[src/rtl/bus_arbiter_rr_if.sv]
// Bus-side signals of the round-robin arbiter.
// The master modport is the requester/testbench view; the slave modport is the
// arbiter's own view.
interface bus_arbiter_rr_if #(
   parameter int NUM_MASTERS = 2,
   parameter int NUM_SLAVES  = 3,
   parameter int ADDR_W      = 2,
   parameter int GW          = $clog2(NUM_MASTERS + 1)
);
   logic [NUM_MASTERS-1:0] m_rqst;
   logic [NUM_MASTERS-1:0] m_addr_ser;
   logic                   tx_done;
   logic [NUM_SLAVES-1:0]  s_split;
   logic [NUM_MASTERS-1:0] m_grant;
   logic [GW-1:0]          bus_grant;
   logic [ADDR_W-1:0]      slave_select;
   logic                   arb_busy;
   logic                   bus_busy;
   logic                   split_active;
   logic                   addr_err;

   modport master (
      output m_rqst, m_addr_ser, tx_done, s_split,
      input  m_grant, bus_grant, slave_select, arb_busy, bus_busy, split_active, addr_err
   );

   modport slave (
      input  m_rqst, m_addr_ser, tx_done, s_split,
      output m_grant, bus_grant, slave_select, arb_busy, bus_busy, split_active, addr_err
   );
endinterface

[src/rtl/bus_arbiter_rr.sv]
// bus_arbiter_rr: N-master / M-slave round-robin bus arbiter with serial,
// LSB-first slave-address capture. Split handling (parking a transfer while its
// slave is busy and letting another master use a different slave) is built only
// when the macro ARB_SPLIT_EN is defined. All outputs are registered.
// The interface instance must be built with the same parameter values.
module bus_arbiter_rr #(
   parameter int NUM_MASTERS = 2,
   parameter int NUM_SLAVES  = 3,
   parameter int ADDR_W      = 2,
   parameter int GW          = $clog2(NUM_MASTERS + 1)
) (
   input  logic            MASTER_CLK,
   input  logic            MASTER_RST,
   bus_arbiter_rr_if.slave bus
);
   localparam int PW = $clog2(NUM_MASTERS);
   localparam int CW = $clog2(ADDR_W + 1);

`ifdef ARB_SPLIT_EN
   typedef enum logic [2:0] {IDLE, ADDR, BUSY, SPLIT_IDLE, SPLIT_ADDR, SPLIT_BUSY} state_t;
`else
   typedef enum logic [2:0] {IDLE, ADDR, BUSY} state_t;
`endif

   state_t                 state_q, state_d;
   logic [PW-1:0]          ptr_q, ptr_d, win_q, win_d, pick, g_own;
   logic [ADDR_W-1:0]      addr_q, addr_d, ssel_q, ssel_d, g_slv;
   logic [CW-1:0]          cnt_q, cnt_d;
   logic [NUM_MASTERS-1:0] grant_q, grant_d, req_m;
   logic [GW-1:0]          bgnt_q, bgnt_d;
   logic                   arb_busy_q, arb_busy_d, bus_busy_q, bus_busy_d, err_q, err_d;
   logic                   found, pick_bit, win_bit, addr_bad, addr_last;
   logic                   do_start, capture, do_grant, do_clear;
`ifdef ARB_SPLIT_EN
   logic                   split_q, split_d, sel_split, sv_split;
   logic [PW-1:0]          sv_own_q, sv_own_d;
   logic [ADDR_W-1:0]      sv_slv_q, sv_slv_d;
`else
   logic                   unused_split;
   assign unused_split = ^bus.s_split;
`endif

   // Round-robin pick: lowest requester at/above the pointer, else lowest overall.
   always_comb begin
      req_m = bus.m_rqst;
`ifdef ARB_SPLIT_EN
      // the parked owner may not win again while its transfer is parked
      for (int i = 0; i < NUM_MASTERS; i++)
         if (state_q == SPLIT_IDLE && sv_own_q == PW'(i)) req_m[i] = 1'b0;
`endif
      found = |req_m;
      pick  = '0;
      for (int i = NUM_MASTERS - 1; i >= 0; i--)
         if (req_m[i]) pick = PW'(i);
      for (int i = NUM_MASTERS - 1; i >= 0; i--)
         if (req_m[i] && PW'(i) >= ptr_q) pick = PW'(i);
      pick_bit = 1'b0;
      win_bit  = 1'b0;
      for (int i = 0; i < NUM_MASTERS; i++) begin
         if (pick == PW'(i))  pick_bit = bus.m_addr_ser[i];
         if (win_q == PW'(i)) win_bit  = bus.m_addr_ser[i];
      end
`ifdef ARB_SPLIT_EN
      sel_split = 1'b0;
      sv_split  = 1'b0;
      for (int i = 0; i < NUM_SLAVES; i++) begin
         if (ssel_q == ADDR_W'(i))   sel_split = bus.s_split[i];
         if (sv_slv_q == ADDR_W'(i)) sv_split  = bus.s_split[i];
      end
`endif
      addr_bad  = (int'(addr_q) >= NUM_SLAVES);
      addr_last = (cnt_q == CW'(ADDR_W));
   end

   // Next state and next register values; everything holds unless a state acts.
   always_comb begin
      state_d    = state_q;
      ptr_d      = ptr_q;
      win_d      = win_q;
      addr_d     = addr_q;
      cnt_d      = cnt_q;
      grant_d    = grant_q;
      bgnt_d     = bgnt_q;
      ssel_d     = ssel_q;
      arb_busy_d = arb_busy_q;
      bus_busy_d = bus_busy_q;
      err_d      = 1'b0;
      do_start   = 1'b0;
      capture    = 1'b0;
      do_grant   = 1'b0;
      do_clear   = 1'b0;
      g_own      = win_q;
      g_slv      = addr_q;
`ifdef ARB_SPLIT_EN
      split_d    = split_q;
      sv_own_d   = sv_own_q;
      sv_slv_d   = sv_slv_q;
`endif
      case (state_q)
         IDLE: if (found) begin
            do_start = 1'b1;
            state_d  = ADDR;
         end
         ADDR: begin
            if (!addr_last) capture = 1'b1;
            else if (addr_bad) begin
               err_d      = 1'b1;
               arb_busy_d = 1'b0;
               state_d    = IDLE;
            end else begin
               do_grant = 1'b1;
               state_d  = BUSY;
            end
         end
         BUSY: begin
            if (bus.tx_done) begin
               do_clear = 1'b1;
               state_d  = IDLE;
            end
`ifdef ARB_SPLIT_EN
            else if (sel_split) begin
               do_clear = 1'b1;
               split_d  = 1'b1;
               sv_own_d = win_q;
               sv_slv_d = ssel_q;
               state_d  = SPLIT_IDLE;
            end
`endif
         end
`ifdef ARB_SPLIT_EN
         SPLIT_IDLE: begin
            // resume of the parked transfer beats any new request
            if (!sv_split) begin
               do_grant = 1'b1;
               g_own    = sv_own_q;
               g_slv    = sv_slv_q;
               split_d  = 1'b0;
               state_d  = BUSY;
            end else if (found) begin
               do_start = 1'b1;
               state_d  = SPLIT_ADDR;
            end
         end
         SPLIT_ADDR: begin
            if (!addr_last) capture = 1'b1;
            else if (addr_bad || addr_q == sv_slv_q) begin
               err_d      = 1'b1;
               arb_busy_d = 1'b0;
               state_d    = SPLIT_IDLE;
            end else begin
               do_grant = 1'b1;
               state_d  = SPLIT_BUSY;
            end
         end
         SPLIT_BUSY: if (bus.tx_done) begin
            do_clear = 1'b1;
            state_d  = SPLIT_IDLE;
         end
`endif
         default: state_d = IDLE;
      endcase

      if (do_start) begin
         win_d      = pick;
         ptr_d      = (pick == PW'(NUM_MASTERS - 1)) ? '0 : pick + 1'b1;
         addr_d     = '0;
         addr_d[0]  = pick_bit;
         cnt_d      = CW'(1);
         arb_busy_d = 1'b1;
      end
      if (capture) begin
         for (int k = 1; k < ADDR_W; k++)
            if (cnt_q == CW'(k)) addr_d[k] = win_bit;
         cnt_d = cnt_q + 1'b1;
      end
      if (do_grant) begin
         win_d   = g_own;
         grant_d = '0;
         for (int i = 0; i < NUM_MASTERS; i++)
            if (g_own == PW'(i)) grant_d[i] = 1'b1;
         bgnt_d     = GW'(g_own) + GW'(1);
         ssel_d     = g_slv;
         bus_busy_d = 1'b1;
         arb_busy_d = 1'b0;
      end
      if (do_clear) begin
         grant_d    = '0;
         bgnt_d     = '0;
         ssel_d     = '0;
         bus_busy_d = 1'b0;
      end
   end

   // State and registered outputs, cleared asynchronously by MASTER_RST.
   always_ff @(posedge MASTER_CLK or posedge MASTER_RST) begin
      if (MASTER_RST) begin
         state_q    <= IDLE;
         ptr_q      <= '0;
         win_q      <= '0;
         addr_q     <= '0;
         cnt_q      <= '0;
         grant_q    <= '0;
         bgnt_q     <= '0;
         ssel_q     <= '0;
         arb_busy_q <= 1'b0;
         bus_busy_q <= 1'b0;
         err_q      <= 1'b0;
`ifdef ARB_SPLIT_EN
         split_q    <= 1'b0;
         sv_own_q   <= '0;
         sv_slv_q   <= '0;
`endif
      end else begin
         state_q    <= state_d;
         ptr_q      <= ptr_d;
         win_q      <= win_d;
         addr_q     <= addr_d;
         cnt_q      <= cnt_d;
         grant_q    <= grant_d;
         bgnt_q     <= bgnt_d;
         ssel_q     <= ssel_d;
         arb_busy_q <= arb_busy_d;
         bus_busy_q <= bus_busy_d;
         err_q      <= err_d;
`ifdef ARB_SPLIT_EN
         split_q    <= split_d;
         sv_own_q   <= sv_own_d;
         sv_slv_q   <= sv_slv_d;
`endif
      end
   end

   assign bus.m_grant      = grant_q;
   assign bus.bus_grant    = bgnt_q;
   assign bus.slave_select = ssel_q;
   assign bus.arb_busy     = arb_busy_q;
   assign bus.bus_busy     = bus_busy_q;
   assign bus.addr_err     = err_q;
`ifdef ARB_SPLIT_EN
   assign bus.split_active = split_q;
`else
   assign bus.split_active = 1'b0;
`endif
endmodule

[src/flat_wrapper.sv]
// flat-port wrapper written by rule: the top's interface ports become plain ports
module bus_arbiter_rr_flat 
#(
   parameter int NUM_MASTERS = 2,
   parameter int NUM_SLAVES  = 3,
   parameter int ADDR_W      = 2,
   parameter int GW          = $clog2(NUM_MASTERS + 1)
)
  (MASTER_CLK, MASTER_RST, bus_m_rqst, bus_m_addr_ser, bus_tx_done, bus_s_split, bus_m_grant, bus_bus_grant, bus_slave_select, bus_arb_busy, bus_bus_busy, bus_split_active, bus_addr_err);
  bus_arbiter_rr_if #(.NUM_MASTERS(NUM_MASTERS), .NUM_SLAVES(NUM_SLAVES), .ADDR_W(ADDR_W), .GW(GW)) bus_i ();
  input  logic MASTER_CLK;
  input  logic MASTER_RST;
  input wire logic [$bits(bus_i.m_rqst)-1:0] bus_m_rqst;
  input wire logic [$bits(bus_i.m_addr_ser)-1:0] bus_m_addr_ser;
  input wire logic [$bits(bus_i.tx_done)-1:0] bus_tx_done;
  input wire logic [$bits(bus_i.s_split)-1:0] bus_s_split;
  output wire logic [$bits(bus_i.m_grant)-1:0] bus_m_grant;
  output wire logic [$bits(bus_i.bus_grant)-1:0] bus_bus_grant;
  output wire logic [$bits(bus_i.slave_select)-1:0] bus_slave_select;
  output wire logic [$bits(bus_i.arb_busy)-1:0] bus_arb_busy;
  output wire logic [$bits(bus_i.bus_busy)-1:0] bus_bus_busy;
  output wire logic [$bits(bus_i.split_active)-1:0] bus_split_active;
  output wire logic [$bits(bus_i.addr_err)-1:0] bus_addr_err;
  assign bus_i.m_rqst = bus_m_rqst;
  assign bus_i.m_addr_ser = bus_m_addr_ser;
  assign bus_i.tx_done = bus_tx_done;
  assign bus_i.s_split = bus_s_split;
  assign bus_m_grant = bus_i.m_grant;
  assign bus_bus_grant = bus_i.bus_grant;
  assign bus_slave_select = bus_i.slave_select;
  assign bus_arb_busy = bus_i.arb_busy;
  assign bus_bus_busy = bus_i.bus_busy;
  assign bus_split_active = bus_i.split_active;
  assign bus_addr_err = bus_i.addr_err;
  bus_arbiter_rr #(.NUM_MASTERS(NUM_MASTERS), .NUM_SLAVES(NUM_SLAVES), .ADDR_W(ADDR_W), .GW(GW)) u_core (.MASTER_CLK(MASTER_CLK), .MASTER_RST(MASTER_RST), .bus(bus_i));
endmodule
[config.mk]
export PLATFORM = sky130hd
export DESIGN_NAME = bus_arbiter_rr_flat
export DESIGN_NICKNAME = d
export VERILOG_FILES = /design/src/rtl/bus_arbiter_rr_if.sv /design/src/rtl/bus_arbiter_rr.sv /design/src/flat_wrapper.sv
export SDC_FILE = /design/constraint.sdc
export NUM_CORES = 1
export LEC_CHECK = 0
export ABC_AREA = 0
export CORE_UTILIZATION = 46
export DETAILED_ROUTE_END_ITERATION = 7
export PLACE_DENSITY = 0.77
export SYNTH_ARGS = -nofsm -noshare
export SYNTH_HDL_FRONTEND = slang
export SYNTH_SLANG_ARGS = --single-unit
[constraint.sdc]
create_clock -name MASTER_CLK -period 1.65 [get_ports MASTER_CLK]
set_clock_uncertainty 0.2 [all_clocks]
set_input_delay 0.495 -clock MASTER_CLK [delete_from_list [all_inputs] [get_ports MASTER_CLK]]
set_output_delay 0.495 -clock MASTER_CLK [all_outputs]
set_load 0.05 [all_outputs]
After elaboration in Yosys (flattened, before gate mapping) --
Cells that the tools add are included.
Storage, ports and cells: flip-flop bits (word level) 18, latch bits 0, memory bits (writable) 0, memory bits (read-only) 0, bits of input ports 10, output and inout bits 10, memories 0
Cells by class: add/subtract/negate cells 3, multiply operators 0, div/mod/pow operators 0, magnitude comparators 3, eq/ne operators 7, shift-type cells 0, multiplexer cells 44, bitwise logic cells 1, reduce and logical (&&, ||, !) cells 12
Operators with widths (count):
- 1-bit 2-to-1 mux | 30
- 2-bit 2-to-1 mux | 10
- 3-bit 2-to-1 mux | 3
- 3-bit case mux with 3 select lines | 1
- 3-bit nonzero test | 3
- 3-bit AND reduction | 2
- 2-bit by 1-bit != test with 1-bit output (second input constant) | 2
- 2-bit nonzero test | 2
- 3-bit by 1-bit == test with 1-bit output (second input constant) | 1
- 3-bit by 2-bit == test with 1-bit output (second input constant) | 1
- 3-bit zero test | 1
- 1-bit by 1-bit adder with 2-bit output (second input constant) | 1
- 2-bit by 1-bit adder with 2-bit output (second input constant) | 1
- 2-bit by 1-bit == test with 1-bit output (second input constant) | 1
- 2-bit == test (second input constant) | 1
- 1-bit greater-or-equal comparator (first input constant) | 2
- 2-bit greater-or-equal comparator (second input constant) | 1
- 1-bit logical AND | 2
- 2-bit != test (second input constant) | 1
- 2-bit AND reduction | 1
- 2-bit OR reduction | 1
- 1-bit adder (second input constant) | 1
- 1-bit NOT | 1

Logic depth before layout (Yosys ltp) --
Gate-level depths: netlist of run 1.
depth in word-level cells 8, gate-level depth with buffers 6

Worst setup path before layout of run 1 --
OpenSTA, ideal clock, no wires.
path type reg-to-output, start point reg u_core.grant_q[0] (netlist: u_core.bus.m_grant[0]), end point out bus_m_grant[0], data arrival time 903 ps, required time 955 ps, slack 52 ps, stages on the path, launching flop included 2, buffers on the path 1, cell sequence dfrtp_1 > buf_4
RTL lines:
- start, declared | RTL line bus_arbiter_rr.sv:29 | logic [NUM_MASTERS-1:0] grant_q, grant_d, req_m;
- start signal, assigned | RTL line bus_arbiter_rr.sv:219 | grant_q <= grant_d;
- end, declared | RTL line flat_wrapper.sv:17 | output wire logic [$bits(bus_i.m_grant)-1:0] bus_m_grant;
No word-level cell between the ends.

Worst setup path in the final report of run 1 --
start point in bus_m_rqst[1], end point reg u_core.addr_q[1]
Between the ends: longest elaborated chain between the ends 6
RTL lines:
- start, declared | RTL line flat_wrapper.sv:13 | input wire logic [$bits(bus_i.m_rqst)-1:0] bus_m_rqst;
- 2-bit OR reduction * | RTL line bus_arbiter_rr.sv:51 | found = |req_m;
- 1-bit 2-to-1 mux * | RTL line bus_arbiter_rr.sv:100 | IDLE: if (found) begin
- 1-bit 2-to-1 mux * | RTL line bus_arbiter_rr.sv:99 | case (state_q)
- 2-bit 2-to-1 mux * | RTL line bus_arbiter_rr.sv:163 | if (do_start) begin
- 1-bit 2-to-1 mux | RTL line bus_arbiter_rr.sv:173 | if (cnt_q == CW'(k)) addr_d[k] = win_bit;
- 1-bit 2-to-1 mux * | RTL line bus_arbiter_rr.sv:171 | if (capture) begin
- named net u_core.addr_d[1] | RTL line bus_arbiter_rr.sv:27 | logic [ADDR_W-1:0] addr_q, addr_d, ssel_q, ssel_d, g_slv;
- end signal, assigned | RTL line bus_arbiter_rr.sv:217 | addr_q <= addr_d;
- end, declared | RTL line bus_arbiter_rr.sv:27
The timed path passes the listed nets; every way through them passes the cells marked *. A chain may end at the register's enable or synchronous reset.

==> metrics, run 1 <==
outcome=finished clean; CP Data Arrival Time=1650 ps; initial antenna violation count=0; minimum clock period after layout=1620 ps; most used flip-flop cell after synthesis=dfrtp_1; Clock Path Buffers=2; Synth cell types=28; Reg clk slew, reported paths=90 ps; GRT Util Overall=about 16%; largest area contributor in the netlist=dfrtp_1; first-pass GRT wire length=2.145 mm; chip height=42.27 µm; Worst-Skew Late Latency=280 ps; layout cell share with drive strength beyond 1=28.74%; share of the synthesized area in the top cell type=between 50% and 60%; Synth Area in Adders=3.356%; Post-DRT Antenna Nets=0; post-synthesis mux area share=9.564%; flop2flop setup slack=around 70 ps; TritonCTS buffer count=3; synth cell count leaders=dfrtp_1 (15), inv_1 (9), nand2_1 (9); crit start category=input port; reg-to-reg endpoint=u_core.addr_q[1]; DR WL met3=roughly 47 µm; Pins Over Slew Limit=0; Max Used Layer=met4; Root Buffer=clkbuf_4; wl on met1=568 µm; CTS H-Tree Depth=1; Ports=20; Pre-antenna DRT Iters=4; crit path kind=input port to flop; final hold violation count=0; RSZ-0062 raised after global routing=false; utilization after layout=between 60% and 70%; CP Capture Type=flop; mean area per synthesized cell=between 10 and 15 µm²; GRT overflow=0; Critical Path RT=around 1700 ps; Yosys reg bits=15; Max Cap Viol=0; xor/xnor cell area share of the yosys netlist=0%; Max FO, Critical Path=4; DR DRC count=0; # rows=14; Post-Synth Simple-Gate Area=15.60%; Synthesis Warnings=0; Final period util=a little over nine tenths; # diodes=0; Setup-failing EPs final=0; CORE AREA=~0.0015 mm²; vias in the first global route=497; Max VDD drop=0.001308 V; leading post-synthesis cells by cell area=dfrtp_1 (50%), mux2i_1 (8.1%), inv_1 (4.5%), nand2_1 (4.5%), ha_1 (3.4%); area growth from synthesis to layout=39.43%; number of port buffers=15; gpl congestion=0.6427; Syn Nets=80; largest family of logic cells by synthesized area=simple AND/OR/NAND/NOR gates; PwrDens=~2200 mW/mm²; ys async rst share=100.0%; largest net degree at the start of global routing=16; Register-to-Register Path Depth=5; routed len/inst=12.56 µm; Worst Hold Class=input port to asynchronous set/reset pin; top-count cell post-synth=dfrtp_1; Routed WL=1.294 mm; CTS tree=built; area of the multi-input gates=312.8 µm²; FILL cells=approximately 120; detailed placement HPWL=973.9 µm; Pleak=0.5316 nW; Sequential Area=376.6 µm²; Num Clock Sinks=15; Final Net Count=100; via count=525; 1st-iter DRT viols=19; Setup TNS Final=0 ps; vias per cell=5.097; Post-CTS Hold Fix Bufs=0; Max Clk Rate=617.3 MHz; EDFF count, synth=0; RR Startpoint=u_core.cnt_q[0]; Synth Area in Compound Gates=approximately 12%; sequential share of the synthesized area=50.34%; Setup crit end=u_core.addr_q[1]; initial core utilization=49.50%; Syn Std Cell Area=745.7 µm²; met2 routed WL=663 µm; crit path from=bus_m_rqst[1]; Cells after Synth=68; DIE AREA=0.001786 mm²; Die Wd=about 42 µm
-- state kept, by name, indices dropped and copies added, names as in the netlist --
name                     count
u_core.addr_q                2
u_core.bus.m_grant           2
u_core.bus.slave_select      2
u_core.cnt_q                 2
u_core.state_q               2
u_core.bus.addr_err          1
u_core.bus.arb_busy          1
u_core.bus.bus_busy          1
u_core.g_own                 1
u_core.ptr_q                 1
-- cell families after synthesis --
logic type | count (synthesis)
AND/OR/NAND/NOR | 18
flip-flops | 15
buffers and inverters | 13
AO/OA/AOI/OAI | 12
multiplexers | 7
adder cells (fa/ha/maj) | 2
other | 1
-- critical path: stages --
cell and delay, ps:
clkdlybuf4s50_1 410, or2_4 280, a221oi_2 310, a31o_2 140
-- layout by cell type (no fill, tap or decap), types with 2 or more instances in the layout --
| cell type | count |
|---|---|
| dfrtp_1 | 14 |
| nand2_1 | 9 |
| inv_1 | 9 |
| buf_12 | 9 |
| mux2i_1 | 6 |
| clkdlybuf4s50_1 | 6 |
| buf_4 | 4 |
| clkbuf_4 | 3 |
| nand2b_1 | 2 |
| a21oi_1 | 2 |
-- worst min-delay path by stage --
stage / from / endpoint / slack (ps) / depth (start not counted)
finish: MASTER_RST / u_core.bus.slave_select[1] / 310 / 3
detailed placement: u_core.ptr_q / u_core.ptr_q / 300 / 1
CTS: MASTER_RST / u_core.bus.slave_select[1] / 310 / 3
global route: u_core.ptr_q / u_core.ptr_q / 330 / 1
floorplan: MASTER_RST / u_core.addr_q[0] / 200 / 1
global placement: u_core.g_own / u_core.bus.m_grant[0] / 280 / 1
-- stage by stage --
| stage | hold slack, ps | total power [mW] | instances | instance area [µm²] | worst slack, ps |
|---|---|---|---|---|---|
| 3_5_place_dp | 303.8 | 1.987 | 98 | 994.7 | -239.0 |
| 4_1_cts | 310.5 | 2.195 | 102 | 1021 | 11.23 |
| 5_1_grt | 333.4 | 2.370 | 103 | 1040 | 2.177 |
| 3_3_place_gp | 280.0 | 1.948 | 98 | 994.7 | -206.6 |
| 6_report | 307.0 | 2.240 | 103 | 1040 | 30.12 |
| 2_1_floorplan | 196.5 | 1.484 | 68 | 745.7 | 51.54 |
-- power breakdown --
| group | switching (mW) | leakage (nW) | total, mW | internal, mW |
|---|---|---|---|---|
| registers | 0.180 | 0.178 | 0.715 | 0.536 |
| logic | 0.665 | 0.338 | 1.32 | 0.650 |
| clock network | 0.115 | 0.0150 | 0.209 | 0.0938 |
-- metal layers --
layer,up-vias,global-route usage (%)
met2,19,28.00
met1,245,19.66
met5,-,0
met4,0,9.375
met3,2,2.586
li1,259,-
-- cell type report --
class,instances,area share [%]
Clock buffer,4,2.527
Sequential cell,15,36.22
Timing Repair Buffer,19,25.99
Tap cell,16,1.925
Inverter,9,3.249
Multi-Input combinational cell,40,30.08
-- timing repair --
item,in CTS,in global routing
gates resized for setup,0,4
setup endpoints to repair,0,9
setup buffers,0,1
Power figures use the tool's default switching activity.
==> inputs of run 2 (changes only) <==
Settings changed: CORE_UTILIZATION 46 to 49, PLACE_DENSITY 0.77 to 0.81.
Clock period 1.65 ns to 1.9 ns, I/O delays scaled along.
==> run 2 against run 1 <==
Compared with the run above:
- sequential power is 14% lower
- die area shrank 5.9%
- clock power decreased by 13%
- final cell count decreased by 1.9%
- worst hold slack got worse by 5.0 ps
- critical endpoint unchanged
==> metrics, run 2 (synthesized netlist as in run 1, its figures left out) <==
outcome=finished clean; Ports=20 (unchanged); flop2flop setup slack=280 ps (+210 ps); cell count along the critical path=4 (unchanged); Pleak=0.5271 nW (-0.85%); post_cts resized=0 (unchanged); Min-Delay Startpoint=u_core.g_own; Setup Buffers After CTS=0 (unchanged); Worst-Skew Late Latency=280 ps (about the same); met2 Track Usage GR=32.42% (+4.4 points); Worst Hold Class=flop to flop; Num Clock Sinks=15 (unchanged); Routed WL=1.219 mm (-5.8%); crit start category=input port; DIE AREA=0.001682 mm² (-5.9%); crit path kind=input port to flop; hold slack=302.0 ps (-4.956 ps); area of the multi-input gates=302.8 µm² (-3.2%); gpl congestion=0.6487 (+0.93%); CTS tree=built; # rows=13 (-1); area growth from synthesis to layout=36.75%; CTS H-Tree Depth=1 (unchanged); Max FO, Critical Path=4 (unchanged); DR DRC count=0 (unchanged); Final Net Count=99 (-1.0%); Post-CTS Hold Fix Bufs=0 (unchanged); 1st-iter DRT viols=3 (-16); dpl cells=97 (-1.0%); GRT overflow=0 (unchanged); minimum clock period after layout=1694 ps; CP bufs+invs=1 (unchanged); Reg clk slew, reported paths=90 ps (about the same); via count=524 (-0.19%); slowest CP cell=clkdlybuf4s50_1; Final period util=89.18%; PwrDens=1854 mW/mm² (-14%); Max Clk Rate=590.2 MHz; most common cell after layout, fill and taps aside=dfrtp_1; Root Buffer=clkbuf_4; initial core utilization=55.24% (+5.7 points); chip height=41.01 µm (-3.0%); FILL cells=90 (-22%); non-filler cells, final=101 (-1.9%); global routing's busiest layer=met2; initial antenna violation count=0 (unchanged); Post-DRT Antenna Nets=0 (unchanged); final hold violation count=0 (unchanged); critical path's top delay family=compound AO/OA/AOI/OAI gates; routed len/inst=12.07 µm (-3.9%); met3 usage=8.152% (+5.6 points); fin area=0.001020 mm² (-1.9%); vias per cell=5.188 (+1.8%); Die Wd=41.01 µm (-3.0%); DP Area=993.5 µm² (-0.13%); # diodes=0 (unchanged); RR Startpoint=u_core.cnt_q[0]; vias in the first global route=481 (-3.2%); dpl ws=-81.73 ps (+157.3 ps); CP Capture Type=flop; Max Cap Viol=0 (unchanged); RSZ-0062 raised after global routing=false; Tot Pwr=1.891 mW (-16%); CORE AREA=0.001350 mm² (-10%); Register-to-Register Path Depth=5 (unchanged); Setup crit end=u_core.addr_q[1]; Critical Path RT=1930 ps (+250 ps); Pins Over Slew Limit=0 (unchanged); setup ws final=205.6 ps (+175.5 ps); detailed placement HPWL=959.4 µm (-1.5%); TritonCTS buffer count=3 (unchanged); crit path from=bus_m_rqst[1]; reg-to-reg endpoint=u_core.addr_q[1]; crit path cell chain=clkdlybuf4s50_1 > or2_4 > a221oi_1 > a31o_2; first-pass GRT wire length=1.973 mm (-8.0%); GRT Util Overall=19.52% (+3.0 points); largest net degree at the start of global routing=16 (unchanged); commonest cells after routing, fill and taps aside=dfrtp_1 (15), nand2_1 (9), inv_1 (9), buf_12 (9); CP Data Arrival Time=1720 ps (+70 ps); layout cell share with drive strength beyond 1=23.26% (-5.5 points); met1 Track Usage GR=20.91% (+1.2 points); Setup-failing EPs final=0 (unchanged); Max VDD drop=0.001123 V (-14%); number of port buffers=15 (unchanged); Pre-antenna DRT Iters=4 (unchanged); crit-path max cell delay=420 ps (about the same); Sequential Area=375.4 µm² (-0.33%); Clock Path Buffers=2 (unchanged)
[run 2: cell count changes in the layout (fill, tap and decap cells not counted)]
| cell | before | now |
|---|---|---|
| a21o_1 | 0 | 1 |
| a21o_2 | 1 | 0 |
| a221oi_1 | 0 | 1 |
| a221oi_2 | 1 | 0 |
| buf_4 | 4 | 3 |
| dfrtp_1 | 14 | 15 |
| dfrtp_2 | 1 | 0 |
| ha_1 | 1 | 2 |
| ha_2 | 1 | 0 |
[run 2: where the power goes]
part	internal [mW]	switching, mW	total (mW)
clock	0.0815	0.0997	0.181
combinational	0.535	0.559	1.09
sequential	0.463	0.153	0.616
[run 2: area by class of cell]
cell class	instances	share of cell area [%]
Clock buffer	4	2.577
Inverter	9	3.313
Multi-Input combinational cell	40	29.69
Sequential cell	15	36.81
Tap cell	15	1.840
Timing Repair Buffer	18	25.77
[run 2: worst min path at each step]
stage                            end  slack, ps  cells after the start
6_report       u_core.bus.m_grant[0]        300                      1
5_1_grt        u_core.bus.m_grant[0]        330                      1
4_1_cts        u_core.bus.m_grant[0]        310                      1
3_5_place_dp   u_core.bus.m_grant[0]        300                      1
3_3_place_gp   u_core.bus.m_grant[0]        290                      1
2_1_floorplan  u_core.bus.m_grant[0]        250                      1
[run 2: stage by stage]
step / utilization (%) / TNS, ps
6_report: 75.53 / 0
5_1_grt: 75.53 / 0
3_3_place_gp: 73.59 / -75.85
2_1_floorplan: - / 0
3_5_place_dp: 73.59 / -160.9
4_1_cts: 75.53 / 0
[run 2: metal layers]
layer,vias up,share of wire (%),wire (µm)
li1,259,-,-
met1,241,42,517
met2,19,50,606
met3,5,6.1,74
met4,0,1.7,21
met5,-,0,0
==> inputs of run 3 (changes only) <==
Settings changed: SETUP_SLACK_MARGIN set to 0.05.
==> results of run 3 <==
No change in the layout: final DEF, timing and power equal those of run 2.
